**config.mk**
```make
export PLATFORM = sky130hd
export DESIGN_NAME = sample_requester
export DESIGN_NICKNAME = d
export VERILOG_FILES = /design/src/rtl/sample_requester_pkg.sv /design/src/rtl/sample_requester.sv
export SDC_FILE = /design/constraint.sdc
export NUM_CORES = 1
export LEC_CHECK = 0
export ABC_AREA = 0
export CAP_MARGIN = 20
export CORE_MARGIN = 1.5
export CORE_UTILIZATION = 35
export DETAILED_ROUTE_END_ITERATION = 8
export PLACE_DENSITY = 0.73
export SYNTH_ARGS = -nofsm -noshare
export SYNTH_HDL_FRONTEND = slang
export SYNTH_SLANG_ARGS = --single-unit
```
**constraint.sdc**
```tcl
create_clock -name clk -period 3.1 [get_ports clk]
set_input_delay 0.93 -clock clk [delete_from_list [all_inputs] [get_ports clk]]
set_output_delay 0.93 -clock clk [all_outputs]
set_load 0.03 [all_outputs]
```
**src/rtl/sample_requester_pkg.sv**
```systemverilog
// Shared encodings and default widths for the sine reader request path.
// Imported by the reader, the note player and the sample requester.
package sample_requester_pkg;

    localparam int DEF_STEP_W   = 20;
    localparam int DEF_SAMPLE_W = 16;
    localparam int DEF_TIMEOUT  = 4;

    typedef enum logic [1:0] {
        IDLE = 2'd0,
        REQ  = 2'd1,
        WAIT = 2'd2
    } state_t;

endpackage

```
**src/rtl/sample_requester.sv**
```systemverilog
// Codec-strobed request side of the sine reader handshake.
// Issues generate_next, captures the reply and flags timeouts/overruns.
module sample_requester
    import sample_requester_pkg::*;
#(
    parameter int STEP_W   = DEF_STEP_W,
    parameter int SAMPLE_W = DEF_SAMPLE_W,
    parameter int TIMEOUT  = DEF_TIMEOUT
) (
    input  logic                clk,
    input  logic                reset,
    input  logic                play,
    input  logic [STEP_W-1:0]   note_step,
    input  logic                codec_strobe,
    input  logic                sample_ready,
    input  logic [SAMPLE_W-1:0] sample_in,
    output logic                generate_next,
    output logic [STEP_W-1:0]   step_size,
    output logic [SAMPLE_W-1:0] sample_out,
    output logic                sample_out_valid,
    output logic                timeout_err,
    output logic                overrun_err
);

    localparam logic [3:0] TMO_LAST = 4'(TIMEOUT - 1);

    state_t              state;
    state_t              state_nxt;
    logic [3:0]          timer;
    logic [3:0]          timer_nxt;
    logic [STEP_W-1:0]   step_nxt;
    logic [SAMPLE_W-1:0] sample_nxt;
    logic                valid_nxt;
    logic                tmo_nxt;
    logic                ovr_nxt;

    always_ff @(posedge clk or posedge reset) begin
        if (reset) begin
            state            <= IDLE;
            timer            <= '0;
            step_size        <= '0;
            sample_out       <= '0;
            sample_out_valid <= 1'b0;
            timeout_err      <= 1'b0;
            overrun_err      <= 1'b0;
        end else begin
            state            <= state_nxt;
            timer            <= timer_nxt;
            step_size        <= step_nxt;
            sample_out       <= sample_nxt;
            sample_out_valid <= valid_nxt;
            timeout_err      <= tmo_nxt;
            overrun_err      <= ovr_nxt;
        end
    end

    always_comb begin
        state_nxt  = state;
        timer_nxt  = timer;
        step_nxt   = step_size;
        sample_nxt = sample_out;
        valid_nxt  = 1'b0;
        tmo_nxt    = timeout_err;
        // Strobes during an in-flight request are dropped, not queued.
        ovr_nxt    = overrun_err | (codec_strobe && state != IDLE);
        unique case (state)
            IDLE: begin
                if (codec_strobe) begin
                    if (play) begin
                        step_nxt  = note_step;
                        state_nxt = REQ;
                    end else begin
                        sample_nxt = '0;
                        valid_nxt  = 1'b1;
                    end
                end
            end
            REQ: begin
                timer_nxt = '0;
                state_nxt = WAIT;
            end
            WAIT: begin
                if (sample_ready) begin
                    sample_nxt = sample_in;
                    valid_nxt  = 1'b1;
                    state_nxt  = IDLE;
                end else if (timer == TMO_LAST) begin
                    // Codec still gets a (stale) sample on timeout.
                    tmo_nxt   = 1'b1;
                    valid_nxt = 1'b1;
                    state_nxt = IDLE;
                end else begin
                    timer_nxt = timer + 4'd1;
                end
            end
            default: state_nxt = IDLE;
        endcase
    end

    assign generate_next = (state == REQ);

endmodule

```
; ---- Yosys cells after proc, flatten, opt, wreduce, memory -nomap -nowiden
; Index checks and enable logic that the tools add are counted.
; Widths: inputs -> output; s select.
[word_totals]
register_bits = 45
in_bits = 41
[classes]
reduce_logical = 10
bitwise = 2
add_sub_neg = 1
eq_ne = 10
mux = 17
[op_table]
columns = cell, n
row1 = $mux 16, 3
row2 = $pmux 16 s2, 1
row3 = $ne 2x2->1 const B, 6
row4 = $reduce_and 3->1, 4
row5 = $mux 2, 4
row6 = $mux 4, 2
row7 = $pmux 4 s2, 1
row8 = $pmux 2 s3, 1
row9 = $reduce_bool 2->1, 3
row10 = $add 4x1->4 const B, 1
row11 = $eq 4x2->1 const B, 1
row12 = $mux 1, 4
row13 = $reduce_and 4->1, 1
row14 = $ne 3x3->1 const B, 1
row15 = $eq 2x1->1 const B, 1
row16 = $eq 2x2->1 const B, 1
row17 = $logic_not 2->1, 1
row18 = $pmux 1 s2, 1
row19 = $logic_and 1x1->1, 1
row20 = $not 1->1, 1
row21 = $or 1x1->1, 1

; ---- Longest topological paths before layout
[logic_depth]
ltp_word = 4
ltp_mapped = 5
mapped_depth_nobuf = 4

; ---- Worst setup path before layout
; No wires, ideal clock.
[synth_timing]
path_kind = input -> register
startpoint = input sample_ready
endpoint = register timer[3]
required_time_ns = 3.031
slack_ns = 1.108
setup_ns = 0.069
arrival_ns = 1.923
path_stages = 4
n_path_buf = 1
path_cell_list = or3b_1 buf_2 or4_1 nand3_1
[synth_via]
elab_chain_cells = 2
[synth_rtl]
columns = item, line_no
row1 = "start, declared", sample_requester.sv:15  ; input logic sample_ready,
row2 = $ne 2x2->1 (no source line), --
row3 = $reduce_and 3->1 (no source line), --
row4 = "end signal, assigned", sample_requester.sv:48  ; timer <= timer_nxt;
row5 = "end, declared", sample_requester.sv:29  ; logic [3:0] timer;
; No other way between the ends.
; A chain may end at the register's enable or synchronous reset.

; ---- Worst setup path in the final report
[layout_timing]
startpoint = register state[1]
endpoint = output generate_next
[layout_via]
elab_chain_cells = 1
[layout_rtl]
columns = item, line_no
row1 = "start, declared", sample_requester.sv:27  ; state_t state;
row2 = "start signal, assigned", sample_requester.sv:47  ; state <= state_nxt;
row3 = $eq 2x1->1, sample_requester.sv:100  ; assign generate_next = (state == REQ);
row4 = "end, declared", sample_requester.sv:17  ; output logic generate_next,
; No other way between the ends.

==> results.cfg <==
[min_path]
worstHoldStart = timeout_err
hp-class = register to register
hold_depth = 1
min_to = timeout_err

[grt]
antenna_found_initial = 0
grt_usage_pct = 15.7
grt_pass1_vias = 1540
grt_overflow = 0
grt_max_degree = 24
grt_pass1_wl_um = 7360

[timing]
whs_ps = 467
maxClockFrequency_mhz = 389
worst_pin_slew_ps = 706
finalCritPeriodShare_pct = 82.9
finalMaxSlewViolations = 0
period_needed_ps = 2570
skew_ps = 6.74
setup_ws_ps = 529
setup_viol_count_final = 0
relSlewSlack_pct = 52.9
rsz0062_at_grt = no
tns_ps = 0
hold_viol_final = 0

[placement]
post-place-ws_ps = 391
port_buffers = 80
gp_routability_congestion = 0.753
dp_hpwl_um = 3100

[worst_setup_path]
start_kind = register
critPathSlowestCell = clkdlybuf4s50_1
cp_cell_sequence = nand2b_1, inv_1, clkdlybuf4s50_1
r2r-start = state[1]
crit_type = register to output port
r2r-end = sample_out[12]
cpPeakStageDelay_ps = 670
r2r_slack_ps = 1230
critPathMaxFanout = 5
worst_ep_arrival_time_ps = 1640
path_buf_inv = 2
critPathTopFamily = buffers and inverters
crit_required_ps = 2170
reg2regPathDepth = 4
setup.worst_path.end_class = output port

[power_and_ir_drop]
ir_worst_vdd_mv = 0.315
power_mw = 2.17
p_sw_share_pct = 33.7
p_comb_share_pct = 39.0
clkPwrFrac_pct = 23.6
powerDensity_mw_per_mm2 = 748
leakagePower_nw = 1.20
p_seq_share_pct = 37.5
internal_power_mw = 1.44
p_sw_mw = 0.731

[clocking]
postCtsSetupRepairBufs = 0
cts-htree-levels = 2
clock-root-buffer = clkbuf_8
cts-resized-gates = 0
cts_buffers = 5
clockBufferDepth = 2
cts.sinks = 45
hold_buffers = 0
cts_tree = yes
clk_pin_slew_ps = 80
insertion_delay_ps = 290

[synthesis]
yosys_warnings = 0
avgSynthCellArea_um2 = 12.0
yosys.cell_types.count = 24
synth_cells = 156
yosysTopAreaCellShare_pct = 60.0
syn-cell-area_mm2 = 0.00188
yosysTopAreaCell = dfrtp_1
netlist_top_cells_area = dfrtp_1 60%, mux2_2 12%, nand4b_1 7.9%
syn_nets = 198
ys_seq_area_share_pct = 60.0
ys_ff_latch = 45

[final_layout]
fin_util_pct = 56.5
n_antenna_cell = 0
area_delta_synth_final_pct = 54.9
final_nets = 281
drive_above_1_share_pct = 15.8

[route]
routed_wl_um = 4270
vias_per_cell = 4.78
firstDrtPassIters = 4
remaining_drc_errors = 0
drtIter0Drc = 78
vias = 1481
ant_nets = 0
wl_per_cell_um = 13.8

[job]
maxCapViolCount = 0

[die]
die_h_um = 76.2
core_mm2 = 0.00514
rows = 26
dieArea_mm2 = 0.00581
die_x_um = 76.2
ios = 81
start_util_pct = 36.5

[outcome]
status = finished, final reports clean
[power by group through the flow]
stage          Clock [mW]  Sequential (mW)  Combinational, mW
3_5_place_dp            0            0.828              0.852
2_1_floorplan           0             1.09              0.201
6_report            0.512            0.815              0.846
3_3_place_gp            0            0.821              0.845
5_1_grt             0.551            0.839              0.895
4_1_cts             0.534            0.817              0.855
[cell usage after synthesis (all sizes together)]
cell type	count
buf	6
o21ai	20
o211ai	1
dfrtp	45
or3b	2
nand3	6
clkbuf	4
nand3b	1
nor3b	2
mux2	20
or3	1
nor3	1
nand2b	2
o31ai	1
a21o	1
ha	1
a21oi	2
nand2	2
nand4b	17
or4	1
inv	20
[flip-flops by register name, summed over array words and instances (netlist names)]
| register | count |
|---|---|
| step_size | 20 |
| overrun_err | 1 |
| sample_out | 16 |
| timer | 4 |
| sample_out_valid | 1 |
| state | 2 |
| timeout_err | 1 |
[through the flow]
| step | area [um2] | cells |
|---|---|---|
| after global routing | 2910 | 310 |
| after detailed placement | 2770 | 302 |
| after floorplan | 1880 | 156 |
| final | 2910 | 310 |
| after CTS | 2910 | 310 |
| after global placement | 2770 | 302 |
[how the worst max path moves through the flow]
stage,startpoint,to,slack (ps),depth (start not counted)
after floorplan,reset,overrun_err,1110,1
after global placement,codec_strobe,sample_out[7],420,4
after detailed placement,codec_strobe,sample_out[0],390,4
after CTS,state[1],generate_next,510,3
after global routing,state[1],generate_next,430,3
final,state[1],generate_next,530,3
[cell usage in the layout (no fill, tap or decap), drive strengths merged]
cell type and n:
or3 1, clkdlybuf4s50 80, or3b 2, dfrtp 45, o21ai 20, nand2b 2
clkbuf 5, nand3b 1, buf 6, o31ai 1, inv 20, nand3 6
a21o 1, a21oi 2, bufinv 2, nand4b 17, clkinv 1, or4 1
nand2 2, nor3 1, nor3b 2, ha 1, o211ai 1, mux2 20
[cells by family after synthesis]
group,after synthesis,share of synthesized area (%)
AND/OR/NAND/NOR,35,13.7
AO/OA/AOI/OAI,25,7.27
adder cells (fa/ha/maj),1,0.667
buffers and inverters,30,6.27
multiplexers,20,12.0
flip-flops,45,60.0
[final cells by class]
cell class / count / area [um2]
fill: 477 / 2230
sequential: 45 / 1130
timing repair buffer: 86 / 846
inverter: 20 / 75.1
clock inverter: 3 / 65.1
tap: 70 / 87.6
clock buffer: 5 / 68.8
multi-input combinational: 81 / 637
[routing by layer]
metal | share of wire (%) | vias to the layer above | wire (um) | global-route usage (%)
met2 | 49 | 47 | 2100 | 25.9
li1 | - | 704 | - | -
met5 | 0 | - | 0 | 0
met4 | 0.68 | 0 | 29 | 3.33
met1 | 45 | 726 | 1900 | 20.3
met3 | 5.6 | 4 | 237 | 4.91
No activity file was read; power rests on OpenSTA's default activity.
